===== src/rtl/mem_access_unit_if.sv =====
// Memory bus interface for mem_access_unit.
// Carries one single-beat valid/ready transaction at a time.
//   bus_valid  request outstanding (master -> slave)
//   bus_we     1 = write, 0 = read
//   bus_addr   word-aligned byte address
//   bus_be     byte enables, bit i covers bus_wdata[8*i +: 8]
//   bus_wdata  lane-steered write data
//   bus_ready  slave completes the transaction this cycle (slave -> master)
//   bus_rdata  read data, meaningful only while bus_ready is 1
interface mem_access_unit_if #(
   parameter int XLEN = 32
);
   logic            bus_valid;
   logic            bus_we;
   logic [XLEN-1:0] bus_addr;
   logic [3:0]      bus_be;
   logic [XLEN-1:0] bus_wdata;
   logic            bus_ready;
   logic [XLEN-1:0] bus_rdata;

   modport master (
      output bus_valid, bus_we, bus_addr, bus_be, bus_wdata,
      input  bus_ready, bus_rdata
   );

   modport slave (
      input  bus_valid, bus_we, bus_addr, bus_be, bus_wdata,
      output bus_ready, bus_rdata
   );
endinterface


===== src/rtl/mem_access_unit.sv =====
// Memory access unit for a multicycle core.
// Turns the control unit's fetch/load/store requests into single-beat bus
// transactions, holds the Instr, OldPC and Data registers, steers store
// bytes onto lanes and sign/zero-extends loads. busy stalls the control FSM
// while a transaction is outstanding; misaligned flags a rejected request.
// Ports:
//   clk, reset          clock, synchronous active-high reset
//   adr_src             address select: 0 = pc, 1 = result
//   ir_write            fetch request
//   mem_read            load request
//   mem_write           store request
//   funct3              data access size/sign
//   pc, result, wdata   current PC, computed address, store data
//   instr, old_pc       instruction register and the PC it was fetched from
//   data                extended load data register
//   busy                control unit must hold state and inputs
//   misaligned          one-cycle fault pulse for an illegal request
//   bus                 memory bus (master side)
module mem_access_unit #(
   parameter int              XLEN        = 32,
   parameter logic [XLEN-1:0] RESET_INSTR = 32'h0000_0013
) (
   input  logic              clk,
   input  logic              reset,
   input  logic              adr_src,
   input  logic              ir_write,
   input  logic              mem_read,
   input  logic              mem_write,
   input  logic [2:0]        funct3,
   input  logic [XLEN-1:0]   pc,
   input  logic [XLEN-1:0]   result,
   input  logic [XLEN-1:0]   wdata,
   output logic [XLEN-1:0]   instr,
   output logic [XLEN-1:0]   old_pc,
   output logic [XLEN-1:0]   data,
   output logic              busy,
   output logic              misaligned,
   mem_access_unit_if.master bus
);
   typedef enum logic {S_IDLE, S_WAIT} state_t;
   typedef enum logic [1:0] {K_FETCH, K_LOAD, K_STORE} kind_t;

   state_t          state, state_next;
   kind_t           kind, kind_q;
   logic [XLEN-1:0] addr;
   logic            req, illegal, accept, done;
   logic [3:0]      be_next;
   logic [XLEN-1:0] wdata_next;

   logic [2:0]      funct3_q;
   logic [1:0]      lane_q;
   logic [XLEN-1:0] pc_q;
   logic            we_q;
   logic [XLEN-1:0] addr_q;
   logic [3:0]      be_q;
   logic [XLEN-1:0] wdata_q;

   logic [7:0]      rd_byte;
   logic [15:0]     rd_half;
   logic [XLEN-1:0] load_ext;

   // Request decode: priority, legality and the bus fields to latch.
   // NOTE: every signal written here gets a default first, so no path
   // leaves one unassigned and no latch is inferred.
   always_comb begin
      addr       = adr_src ? result : pc;
      req        = ir_write | mem_read | mem_write;
      kind       = K_FETCH;
      illegal    = 1'b0;
      be_next    = 4'b0000;
      wdata_next = '0;

      if (mem_write)     kind = K_STORE;
      else if (mem_read) kind = K_LOAD;

      if (kind == K_FETCH) begin
         illegal = (addr[1:0] != 2'b00);
         be_next = 4'b1111;
      end else begin
         case (funct3)
            3'b000:  illegal = 1'b0;
            3'b001:  illegal = addr[0];
            3'b010:  illegal = (addr[1:0] != 2'b00);
            3'b100:  illegal = (kind == K_STORE);
            3'b101:  illegal = (kind == K_STORE) | addr[0];
            default: illegal = 1'b1;
         endcase
         case (funct3)
            3'b000:  be_next = 4'b0001 << addr[1:0];
            3'b001:  be_next = 4'b0011 << {addr[1], 1'b0};
            3'b010:  be_next = 4'b1111;
            default: be_next = 4'b0000;
         endcase
      end

      // Replicating the store data lets the byte enables alone pick the lane.
      if (kind == K_STORE) begin
         case (funct3)
            3'b000:  wdata_next = {4{wdata[7:0]}};
            3'b001:  wdata_next = {2{wdata[15:0]}};
            default: wdata_next = wdata;
         endcase
      end
   end

   // FSM next state and handshake outputs. Outputs are forced quiet while
   // reset is asserted so nothing is accepted or flagged in that cycle.
   always_comb begin
      state_next = state;
      accept     = 1'b0;
      done       = 1'b0;
      busy       = 1'b0;
      misaligned = 1'b0;
      unique case (state)
         S_IDLE: begin
            if (req && illegal) begin
               misaligned = 1'b1;
            end else if (req) begin
               accept     = 1'b1;
               busy       = 1'b1;
               state_next = S_WAIT;
            end
         end
         S_WAIT: begin
            // busy drops in the ready cycle so the control FSM advances
            // on the same edge that captures the read data.
            if (bus.bus_ready) begin
               done       = 1'b1;
               state_next = S_IDLE;
            end else begin
               busy = 1'b1;
            end
         end
      endcase
      if (reset) begin
         accept     = 1'b0;
         done       = 1'b0;
         busy       = 1'b0;
         misaligned = 1'b0;
      end
   end

   // Load extraction uses the lane and funct3 latched at request time.
   always_comb begin
      rd_byte = bus.bus_rdata[7:0];
      unique case (lane_q)
         2'd0: rd_byte = bus.bus_rdata[7:0];
         2'd1: rd_byte = bus.bus_rdata[15:8];
         2'd2: rd_byte = bus.bus_rdata[23:16];
         2'd3: rd_byte = bus.bus_rdata[31:24];
      endcase
      rd_half = lane_q[1] ? bus.bus_rdata[31:16] : bus.bus_rdata[15:0];
      case (funct3_q)
         3'b000:  load_ext = {{24{rd_byte[7]}}, rd_byte};
         3'b001:  load_ext = {{16{rd_half[15]}}, rd_half};
         3'b100:  load_ext = {24'h0, rd_byte};
         3'b101:  load_ext = {16'h0, rd_half};
         default: load_ext = bus.bus_rdata;
      endcase
   end

   // NOTE: sequential state uses non-blocking assignments only, so every
   // register samples pre-edge values regardless of statement order.
   always_ff @(posedge clk) begin
      if (reset) begin
         state    <= S_IDLE;
         kind_q   <= K_FETCH;
         funct3_q <= 3'b000;
         lane_q   <= 2'b00;
         pc_q     <= '0;
         we_q     <= 1'b0;
         addr_q   <= '0;
         be_q     <= 4'b0000;
         wdata_q  <= '0;
         instr    <= RESET_INSTR;
         old_pc   <= '0;
         data     <= '0;
      end else begin
         state <= state_next;
         if (accept) begin
            kind_q   <= kind;
            funct3_q <= funct3;
            lane_q   <= addr[1:0];
            pc_q     <= pc;
            we_q     <= (kind == K_STORE);
            addr_q   <= {addr[XLEN-1:2], 2'b00};
            be_q     <= be_next;
            wdata_q  <= wdata_next;
         end
         if (done) begin
            if (kind_q == K_FETCH) begin
               instr  <= bus.bus_rdata;
               old_pc <= pc_q;
            end else if (kind_q == K_LOAD) begin
               data <= load_ext;
            end
         end
      end
   end

   assign bus.bus_valid = (state == S_WAIT);
   assign bus.bus_we    = we_q;
   assign bus.bus_addr  = addr_q;
   assign bus.bus_be    = be_q;
   assign bus.bus_wdata = wdata_q;
endmodule


===== src/flat_wrapper.sv =====
// flat-port wrapper written by rule: the top's interface ports become plain ports
module mem_access_unit_flat 
#(
   parameter int              XLEN        = 32,
   parameter logic [XLEN-1:0] RESET_INSTR = 32'h0000_0013
)
  (clk, reset, adr_src, ir_write, mem_read, mem_write, funct3, pc, result, wdata, instr, old_pc, data, busy, misaligned, bus_bus_valid, bus_bus_we, bus_bus_addr, bus_bus_be, bus_bus_wdata, bus_bus_ready, bus_bus_rdata);
  mem_access_unit_if #(.XLEN(XLEN)) bus_i ();
  input  logic clk;
  input  logic reset;
  input  logic adr_src;
  input  logic ir_write;
  input  logic mem_read;
  input  logic mem_write;
  input  logic [2:0] funct3;
  input  logic [XLEN-1:0] pc;
  input  logic [XLEN-1:0] result;
  input  logic [XLEN-1:0] wdata;
  output logic [XLEN-1:0] instr;
  output logic [XLEN-1:0] old_pc;
  output logic [XLEN-1:0] data;
  output logic busy;
  output logic misaligned;
  output wire logic [$bits(bus_i.bus_valid)-1:0] bus_bus_valid;
  output wire logic [$bits(bus_i.bus_we)-1:0] bus_bus_we;
  output wire logic [$bits(bus_i.bus_addr)-1:0] bus_bus_addr;
  output wire logic [$bits(bus_i.bus_be)-1:0] bus_bus_be;
  output wire logic [$bits(bus_i.bus_wdata)-1:0] bus_bus_wdata;
  input wire logic [$bits(bus_i.bus_ready)-1:0] bus_bus_ready;
  input wire logic [$bits(bus_i.bus_rdata)-1:0] bus_bus_rdata;
  assign bus_bus_valid = bus_i.bus_valid;
  assign bus_bus_we = bus_i.bus_we;
  assign bus_bus_addr = bus_i.bus_addr;
  assign bus_bus_be = bus_i.bus_be;
  assign bus_bus_wdata = bus_i.bus_wdata;
  assign bus_i.bus_ready = bus_bus_ready;
  assign bus_i.bus_rdata = bus_bus_rdata;
  mem_access_unit #(.XLEN(XLEN), .RESET_INSTR(RESET_INSTR)) u_core (.clk(clk), .reset(reset), .adr_src(adr_src), .ir_write(ir_write), .mem_read(mem_read), .mem_write(mem_write), .funct3(funct3), .pc(pc), .result(result), .wdata(wdata), .instr(instr), .old_pc(old_pc), .data(data), .busy(busy), .misaligned(misaligned), .bus(bus_i));
endmodule

===== config.mk =====
export PLATFORM = sky130hd
export DESIGN_NAME = mem_access_unit_flat
export DESIGN_NICKNAME = d
export VERILOG_FILES = /design/src/rtl/mem_access_unit_if.sv /design/src/rtl/mem_access_unit.sv /design/src/flat_wrapper.sv
export SDC_FILE = /design/constraint.sdc
export NUM_CORES = 1
export LEC_CHECK = 0
export ABC_AREA = 1
export ABC_CLOCK_PERIOD_IN_PS = 2500
export CORE_MARGIN = 1
export CORE_UTILIZATION = 46
export DETAILED_ROUTE_END_ITERATION = 8
export GPL_TIMING_DRIVEN = 1
export PLACE_DENSITY = 0.81
export SYNTH_ARGS = -nofsm -noshare
export SYNTH_HDL_FRONTEND = slang
export SYNTH_SLANG_ARGS = --single-unit

===== constraint.sdc =====
create_clock -name clk -period 2.5 [get_ports clk]
set_input_delay 0.5 -clock clk [delete_from_list [all_inputs] [get_ports clk]]
set_output_delay 0.5 -clock clk [all_outputs]
set_load 0.02 [all_outputs]

# [Yosys cells after proc, flatten, opt, wreduce, memory -nomap -nowiden]
# Index checks and enable logic that the tools add are counted.
[word_totals] ff_bits=203 inputBits=138 output_inout_bits=168 word_cells=65
[classes] eq_ne=12 n_shift=2 mux=25 bitwise_logic=5 reduce_logical=9
[op_table] cell="case mux 32 bit (4 select lines)" count=1
[op_table] cell="two-way mux 32 bit" count=2
[op_table] cell="case mux 32 bit (2 select lines)" count=1
[op_table] cell="case mux 8 bit (4 select lines)" count=1
[op_table] cell="two-way mux 16 bit" count=1
[op_table] cell="two-way mux 1 bit" count=14
[op_table] cell="equality test 3 bit (second input constant)" count=4
[op_table] cell="case mux 4 bit (3 select lines)" count=1
[op_table] cell="equality test 2 bit (second input constant)" count=3
[op_table] cell="equality test 3 x 1 -> 1 bit (second input constant)" count=2
[op_table] cell="logical NOT 2 bit" count=3
[op_table] cell="logical NOT 3 bit" count=2
[op_table] cell="case mux 1 bit (5 select lines)" count=1
[op_table] cell="equality test 2 x 1 -> 1 bit (second input constant)" count=2
[op_table] cell="two-way mux 4 bit" count=1
[op_table] cell="<< shifter 1 x 2 -> 4 bit (first input constant)" count=1
[op_table] cell="<< shifter 2 x 2 -> 4 bit (first input constant)" count=1
[op_table] cell="equality test 3 x 2 -> 1 bit (second input constant)" count=1
[op_table] cell="bitwise OR 1 bit" count=3
[op_table] cell="AND reduction 3 bit" count=1
[op_table] cell="two-way mux 2 bit" count=1
[op_table] cell="inverter 1 bit" count=2
[op_table] cell="case mux 1 bit (2 select lines)" count=1
[op_table] cell="AND reduction 2 bit" count=1
[op_table] cell="2 further kinds" count=2

# [Logic depth before layout (Yosys ltp)]
# Gate-level depths: netlist of run 1.
[logic_depth] depth_word=10 mapped_depth=13 depth_no_buf=11

# [Least setup slack after synthesis of run 1]
# No wires, ideal clock.
[synth_path] kind="input to output" startpoint="input port adr_src" endpoint="output port busy" arrival_ns=1.718 required_ns=2.000 setup_slack_ns=0.282 stages=12 path_buffers=3 cell_sequence="buf_4 inv_2 nand2_1 nand2_2 nand2_1 nand2_1 nand4_1 nand2_2 nand2_2 buf_6 buf_2 o31ai_1"
[synth_between] elab_chain_len=8 word_cells_on_any_way=9 cone_classes="mux: 6; bitwise: 1; reduce/logical: 2"
[synth_rtl] item="from (decl)" line_no="flat_wrapper.sv:11" text="input logic adr_src;"
[synth_rtl] item="two-way mux 32 bit *" line_no="mem_access_unit.sv:66" text="addr = adr_src ? result : pc;"
[synth_rtl] item="bitwise OR 1 bit or nonzero test 2 bit (tied branches)" line_no="mem_access_unit.sv:85, mem_access_unit.sv:77, mem_access_unit.sv:83"
[synth_rtl] item="case mux 1 bit (5 select lines)" line_no="mem_access_unit.sv:80" text="case (funct3)"
[synth_rtl] item="two-way mux 1 bit *" line_no="mem_access_unit.sv:76" text="if (kind == K_FETCH) begin"
[synth_rtl] item="logical AND 1 bit *" line_no="mem_access_unit.sv:116" text="if (req && illegal) begin"
[synth_rtl] item="two-way mux 1 bit *" line_no="mem_access_unit.sv:116"
[synth_rtl] item="case mux 1 bit (2 select lines) *" line_no="mem_access_unit.sv:114" text="unique case (state)"
[synth_rtl] item="two-way mux 1 bit *"
[synth_rtl] item="to (decl)" line_no="flat_wrapper.sv:22" text="output logic busy;"
# Mark *: on every way between the ends. The rest lies on a longest branch, timed or not.

# [Final worst setup path of run 1]
[layout_path] startpoint="input port result[0]" endpoint="output port busy"
[layout_between] elab_chain_len=8 word_cells_on_any_way=9 cone_classes="mux: 6; bitwise: 1; reduce/logical: 2"
[layout_rtl] item="from (decl)" line_no="flat_wrapper.sv:17" text="input logic [XLEN-1:0] result;"
[layout_rtl] item="two-way mux 32 bit *" line_no="mem_access_unit.sv:66"
[layout_rtl] item="bitwise OR 1 bit or nonzero test 2 bit (tied branches)" line_no="mem_access_unit.sv:85, mem_access_unit.sv:77, mem_access_unit.sv:83"
[layout_rtl] item="case mux 1 bit (5 select lines)" line_no="mem_access_unit.sv:80"
[layout_rtl] item="two-way mux 1 bit *" line_no="mem_access_unit.sv:76"
[layout_rtl] item="logical AND 1 bit *" line_no="mem_access_unit.sv:116"
[layout_rtl] item="two-way mux 1 bit *" line_no="mem_access_unit.sv:116"
[layout_rtl] item="case mux 1 bit (2 select lines) *" line_no="mem_access_unit.sv:114"
[layout_rtl] item="two-way mux 1 bit *"
# Marked as above.

==> results.txt, run 1 <==
----------------------------------------------------
[Critical path]
  Path type of the worst setup path ... in2out
  Endpoint required time on the critical path ... 2000 ps
  Maximum fanout along the worst path ... 4
  Critical register-to-register path startpoint ... u_core.lane_q[1]$_SDFFE_PP0P_
  Origin of the worst setup path ... result[0]
  Worst r2r path cells ... 7
  Critical Path Sink ... busy
  Critical register-to-register path endpoint ... u_core.data[21]$_SDFFE_PP0P_
  Minimum setup slack among reg-to-reg paths ... 370 ps
  Crit start category ... input port
  Data arrival time of the critical path ... 1930 ps
  Capturing element type of the critical path ... primary output

[Detailed routing]
  Post-detailed-route wirelength per cell ... 16.0 um
  First-pass DRT Iterations ... 6
  Number of DRC violations after detailed routing ... 0
  Vias/cell ... 5.28
  Total via count after detailed routing ... 9448
  ANT nets after route ... 0
  Violation count after the first detailed-route iteration ... 715
  Total Routed Length ... 28700 um

[STA]
  Total of endpoints with negative setup slack in the final report ... 0
  Slew HR ... 47.4%
  Setup Skew ... 13.5 ps
  Final total negative setup slack ... 0 ps
  Transition time at the pin with the least slew margin ... 790 ps
  Fin. max-slew vios ... 0
  Final critical-path setup slack ... 68.5 ps
  Count of final hold-check violations ... 0
  Maximum operating frequency ... 0.411 GHz
  Minimum period implied by the final worst setup slack ... 2430 ps
  Final clock period utilization by the worst path ... 97.3%

[GRT]
  Total GRT Usage ... 27.9%
  Number of global-route vias before repair ... 8573
  Initial antenna violation count ... 0
  Total overflow reported by the global router ... 0
  Pin count of the biggest net entering global routing ... 120
  Wire length of the first global-routing pass ... 44900 um

[Finish]
  Synth-to-layout area growth ... 44.4%
  Total number of nets in the final design ... 1658
  Total of fill cells in the finished design ... 1628
  Fin area ... 0.0129 sq mm
  Layout Utilization ... 68.3%
  Final antenna diode count ... 0
  Fraction of final layout cells with drive strength greater than 1 ... 6.14%
  Sequential cell area ... 0.00406 sq mm
  Area occupied by multi-input gates ... 0.00414 sq mm

[Power and ir drop]
  Maximum vdd drop ... 457 uV
  Leakage component of the power ... 5.50 nW
  Total power per unit cell area ... 640 mW/mm^2
  Total power ... 0.00825 W

[Place]
  Worst slack at placement ... -583 ps
  PortBufs ... 303
  Placed wire-length estimate after detailed placement ... 19700 um
  Final weighted congestion in routability-driven placement ... 0.904
  Dpl cell area ... 0.0122 sq mm

[Die]
  Area inside the core boundary ... 0.0189 sq mm
  Initial Util ... 47.3%
  Die outline area ... 0.0200 sq mm
  Vertical extent of the die ... 141 um
  Standard-cell rows ... 50
  I/O pin cnt ... 306
  Die X-Extent ... 141 um

[Synthesis]
  Syn avg cell area ... 7.16 sq um
  Yosys warns ... 0
  Synthesis-stage register bit count ... 203
  Sequential area share after synthesis ... 45.5%
  Mapped Cells ... 1248
  Number of unique standard cell types used by synthesis ... 27
  Combined area of all synthesized cells ... 0.00894 sq mm

[Status]
  Outcome ... finished, final reports clean

[Hold path]
  Worst hold-check path type ... in2reg

[Clocking]
  Clock latency reported for the late side of the worst-skew pair ... 510 ps
  CTS Sinks ... 203
  Maximum clock path buffer count ... 3
  Number of buffers inserted for hold repair after clock tree synthesis ... 0
  Clock H-tree levels ... 1
  Root Driver ... clkbuf_16
  Post-CTS Setup Repair Bufs ... 0
  Clock tree from TritonCTS ... done
  Number of buffers added by the clock tree synthesis step ... 22
  Clock-pin slew on the worst setup and hold paths ... 60 ps

[Job]
  Max-cap check violation count ... 0

----------------------------------------------------
critical path, stage by stage:
cell and delay [ps]:
clkdlybuf4s50_1 420, nand2_1 90, nand3_1 90, a21oi_2 150, nand4_1 180, nand2_4 130
nand2_2 60, o31ai_1 90, buf_4 220
Yosys cell counts:
library cell / n / area share, %
buf_2: 27 / 1.5
nor3_1: 5 / 0.28
nand2_1: 179 / 7.5
conb_1: 1 / 0.042
a21oi_1: 108 / 6.0
dfxtp_1: 203 / 45
o211ai_1: 11 / 0.92
o21ai_1: 13 / 0.73
buf_1: 8 / 0.34
nor2_1: 215 / 9.0
inv_2: 4 / 0.17
nand2_2: 5 / 0.35
nand3_1: 153 / 8.6
o21ai_0: 147 / 8.2
o31ai_1: 1 / 0.084
mux2i_1: 30 / 3.4
nand4_1: 1 / 0.070
inv_1: 65 / 2.7
clkinv_1: 2 / 0.084
nor3_2: 2 / 0.22
buf_4: 12 / 1.0
nor2_8: 1 / 0.22
clkbuf_1: 46 / 1.9
o21bai_1: 1 / 0.084
a21oi_2: 1 / 0.098
nor2_4: 1 / 0.13
buf_6: 6 / 0.76
cell usage in the layout, fill, tap and decap left out, types with 5 or more instances in the layout:
cell	count
a21oi_1	106
buf_12	5
buf_4	38
clkbuf_1	5
clkbuf_16	22
clkdlybuf4s50_1	293
dfxtp_1	203
inv_1	64
mux2i_1	30
nand2_1	179
nand3_1	153
nor2_1	215
nor3_1	5
o211ai_1	11
o21ai_0	147
o21ai_1	13
metal layers:
metal	vias up	share of wire, %	global-route usage (%)
li1	4660	-	-
met1	4319	43	37.1
met2	396	45	44.3
met3	73	8.5	6.01
met4	0	3.7	10.9
met5	-	0	0
per-stage QoR:
stage | std cells | hold WS (ps)
floorplan | 1249 | 443
global placement | 1756 | 439
detailed placement | 1756 | 447
CTS | 1791 | 272
global route | 1791 | 297
finish | 1791 | 281
worst min-delay path by stage:
stage | start | endpoint | depth (start not counted) | slack, ps
final | reset | u_core.bus.bus_wdata[15]$_SDFFE_PP0P_ | 2 | 280
after floorplan | u_core.pc_q[2]$_SDFFE_PP0P_ | u_core.pc_q[2]$_SDFFE_PP0P_ | 2 | 440
after global routing | reset | u_core.bus.bus_wdata[15]$_SDFFE_PP0P_ | 2 | 300
after global placement | u_core.instr[4]$_SDFFE_PP1P_ | u_core.instr[4]$_SDFFE_PP1P_ | 2 | 440
after CTS | reset | u_core.bus.bus_we$_SDFFE_PP0P_ | 2 | 270
after detailed placement | u_core.instr[0]$_SDFFE_PP1P_ | u_core.instr[0]$_SDFFE_PP1P_ | 2 | 450
area by class of cell:
cell class                 instances  share of cell area (%)
sequential                       203                    31.5
clock inverter                     5                   0.669
tap                              260                    2.52
multi-input combinational        876                    32.1
clock buffer                      30                    4.73
timing repair buffer             346                    26.4
inverter                          71                    2.10
cells by family (layout without fill, tap and decap cells):
logic type	Yosys count	count (layout)	synth area share (%)
muxes	30	30	3.36
other	1	2	0.0420
and+or+nand+nor	562	562	26.4
DFF	203	203	45.5
buffers and inverters	170	452	8.53
AOI/OAI and AO/OA	282	282	16.2
where the power goes:
group | switching [W] | total (W) | leakage (nW) | internal, W
logic | 0.000897 | 0.00156 | 3.51 | 0.000658
registers | 0.000107 | 0.00352 | 1.65 | 0.00341
clock network | 0.00128 | 0.00318 | 0.342 | 0.00190
flip-flops by register name, indices dropped and copies added, names as in the netlist:
signal                cells
u_core.data              32
u_core.bus.bus_we         1
u_core.bus.bus_addr      30
u_core.funct3_q           3
u_core.pc_q              32
u_core.kind_q             2
u_core.bus.bus_valid      1
u_core.bus.bus_wdata     32
u_core.lane_q             2
u_core.bus.bus_be         4
u_core.instr             32
u_core.old_pc            32
repair_timing:
item	in CTS	in global routing
pin swaps	3	5
gates cloned	0	0
resized for setup	14	6
setup endpoints to repair	2	30
Power figures use the tool's default switching activity.
==> run 2: changes to the inputs <==
--- a/config.mk
+++ b/config.mk
@@ -6,8 +6,6 @@
 export NUM_CORES = 1
 export LEC_CHECK = 0
 export ABC_AREA = 1
-export ABC_CLOCK_PERIOD_IN_PS = 2500
-export CORE_MARGIN = 1
 export CORE_UTILIZATION = 46
 export DETAILED_ROUTE_END_ITERATION = 8
 export GPL_TIMING_DRIVEN = 1
==> results of run 2 <==
No change in the layout: final DEF, timing and power equal those of run 1.
==> run 3: changes to the inputs <==
--- a/config.mk
+++ b/config.mk
@@ -9,7 +9,8 @@
 export CORE_UTILIZATION = 46
 export DETAILED_ROUTE_END_ITERATION = 8
 export GPL_TIMING_DRIVEN = 1
-export PLACE_DENSITY = 0.81
+export HOLD_SLACK_MARGIN = 0.12
+export PLACE_DENSITY = 0.9
 export SYNTH_ARGS = -nofsm -noshare
 export SYNTH_HDL_FRONTEND = slang
 export SYNTH_SLANG_ARGS = --single-unit
==> run 3 against run 2 <==
Compared with the run above:
- hold slack about the same
- highest routed layer is now met5
- total power is 2.3% higher
- core utilization grew 0.60 points
- sequential power barely moved
- maximum frequency is 2.4% higher
- largest cell class unchanged
- critical path depth unchanged
==> results.txt, run 3 (synthesis gave the netlist of run 1 again) <==
----------------------------------------------------
[Status]
  Outcome ... finished, final reports clean

[STA]
  Total of endpoints with negative setup slack in the final report ... 0
  RSZ-0062 raised after global routing ... no
  Count of final hold-check violations ... 0
  Final critical-path setup slack ... 125 ps
  Final clock period utilization by the worst path ... 95.0%
  Setup Skew ... 9.80 ps
  Transition time at the pin with the least slew margin ... 804 ps
  Minimum period implied by the final worst setup slack ... 2380 ps
  Fin. max-slew vios ... 0
  Maximum operating frequency ... 0.421 GHz
  Final total negative setup slack ... 0 ps
  Slew HR ... 46.4%

[Critical path]
  Cell mode on critical path ... buf_4
  Data arrival time of the critical path ... 1880 ps
  Path type of the worst setup path ... in2out
  Critical register-to-register path endpoint ... u_core.data[18]$_SDFFE_PP0P_
  Peak per-stage delay on the critical path ... 510 ps
  Capturing element type of the critical path ... primary output
  Slowest stage cell on the critical path ... clkdlybuf4s50_1
  Critical register-to-register path startpoint ... u_core.lane_q[1]$_SDFFE_PP0P_
  Worst r2r path cells ... 7
  Origin of the worst setup path ... mem_read
  Maximum fanout along the worst path ... 4
  Critical Path Sink ... busy
  Crit start category ... input port
  Series of cell instances along the critical path ... clkdlybuf4s50_1 -> nor2_8 -> inv_1 -> o211ai_1 -> buf_4 -> inv_4 -> nand2_2 -> o31ai_1 -> buf_4
  Endpoint required time on the critical path ... 2000 ps
  Minimum setup slack among reg-to-reg paths ... 500 ps

[Detailed routing]
  Vias/cell ... 5.38
  First-pass DRT Iterations ... 5
  Total Routed Length ... 29900 um
  Total via count after detailed routing ... 9669
  Violation count after the first detailed-route iteration ... 821
  Post-detailed-route wirelength per cell ... 16.7 um
  Number of DRC violations after detailed routing ... 0
  ANT nets after route ... 0

[Die]
  Initial Util ... 47.3%
  Standard-cell rows ... 50
  Vertical extent of the die ... 141 um
  Area inside the core boundary ... 0.0189 sq mm
  Die X-Extent ... 141 um
  I/O pin cnt ... 306
  Die outline area ... 0.0200 sq mm

[Power and ir drop]
  Total power per unit cell area ... 649 mW/mm^2
  Maximum vdd drop ... 433 uV
  Leakage component of the power ... 5.55 nW

[GRT]
  Total overflow reported by the global router ... 0
  Total GRT Usage ... 28.7%
  Number of global-route vias before repair ... 8992
  Wire length of the first global-routing pass ... 46300 um
  Initial antenna violation count ... 3
  Pin count of the biggest net entering global routing ... 149

[Finish]
  Synth-to-layout area growth ... 45.6%
  Fraction of final layout cells with drive strength greater than 1 ... 6.58%
  Commonest non-fill, non-tap cells in the layout ... clkdlybuf4s50_1 (295), nor2_1 (214), dfxtp_1 (203)
  Filler-free cell count of the finished design ... 1797
  Total number of nets in the final design ... 1657
  Fin area ... 0.0130 sq mm
  Total of fill cells in the finished design ... 1550
  Most common cell after layout, fill and taps aside ... clkdlybuf4s50_1

[Clocking]
  Maximum clock path buffer count ... 3
  Clock latency reported for the late side of the worst-skew pair ... 490 ps
  Number of buffers inserted for hold repair after clock tree synthesis ... 0
  Clock tree from TritonCTS ... done
  Clock H-tree levels ... 1
  Number of buffers added by the clock tree synthesis step ... 22
  Clock-pin slew on the worst setup and hold paths ... 50 ps
  CTS Sinks ... 203
  Root Driver ... clkbuf_16

[Place]
  Cell count after placement ... 1753
  PortBufs ... 303
  Placed wire-length estimate after detailed placement ... 20500 um
  Dpl cell area ... 0.0122 sq mm
  Worst slack at placement ... -430 ps
  Final weighted congestion in routability-driven placement ... 0.959

[Job]
  Max-cap check violation count ... 0

[Hold path]
  Worst hold-check path type ... in2reg

----------------------------------------------------
[run 3: cell count changes in the layout (fill, tap and decap cells not counted), moves of 2 or more]
cell             before  now
buf_12                5    8
clkbuf_8              3    6
buf_4                38   35
dlygate4sd2_1         4    1
a21oi_1             106  108
a21oi_2               3    1
diode_2               0    2
clkdlybuf4s50_1     293  295
[run 3: metal layers]
layer | up-vias | GRT usage, % | wire [um]
met5 | - | 0 | 10
met1 | 4433 | 36.7 | 12300
li1 | 4655 | - | -
met3 | 78 | 5.91 | 2630
met4 | 2 | 11.9 | 1230
met2 | 501 | 47.3 | 13800
[run 3: critical path, delay by kind of cell]
family,cells,cell delay (ps)
AND/OR/NAND/NOR,2,200
buffers and inverters,5,920
AO/OA/AOI/OAI,2,260
[run 3: area by class of cell]
class,count,area (sq um),share of cell area (%)
inverters,71,272,2.09
flip-flops and latches,203,4060,31.2
clock inverters,7,91.3,0.702
repair buffers,345,3440,26.4
multi-input cells,876,4150,31.9
diodes,2,5.00,0.0385
clock buffers,33,673,5.17
well taps,260,325,2.50
[run 3: worst min-delay path by stage]
stage / from / endpoint / slack [ps] / depth (start not counted)
after floorplan: u_core.pc_q[2]$_SDFFE_PP0P_ / u_core.pc_q[2]$_SDFFE_PP0P_ / 440 / 2
after CTS: reset / u_core.bus.bus_valid$_DFF_P_ / 260 / 2
final: reset / u_core.bus.bus_valid$_DFF_P_ / 280 / 2
after detailed placement: u_core.instr[4]$_SDFFE_PP1P_ / u_core.instr[4]$_SDFFE_PP1P_ / 440 / 2
after global placement: u_core.instr[1]$_SDFFE_PP1P_ / u_core.instr[1]$_SDFFE_PP1P_ / 440 / 2
after global routing: reset / u_core.bus.bus_valid$_DFF_P_ / 260 / 2
[run 3: per-stage QoR]
stage               power [W]  util, %  hold WS [ps]
floorplan             0.00443        -           443
global placement      0.00510     64.7           439
detailed placement    0.00514     64.7           444
CTS                   0.00848     68.7           257
global route          0.00879     68.9           265
finish                0.00844     68.9           281
[run 3: power breakdown]
group	switching [W]	leakage, nW	internal, W
Sequential	0.0000984	1.65	0.00341
Combinational	0.000919	3.52	0.000674
Clock	0.00127	0.376	0.00207
[run 3: what timing repair did]
item,4_1_cts,5_1_grt
pin swaps,1,3
setup endpoints to repair,2,3
buffers inserted,1,1
gates resized for setup,10,11
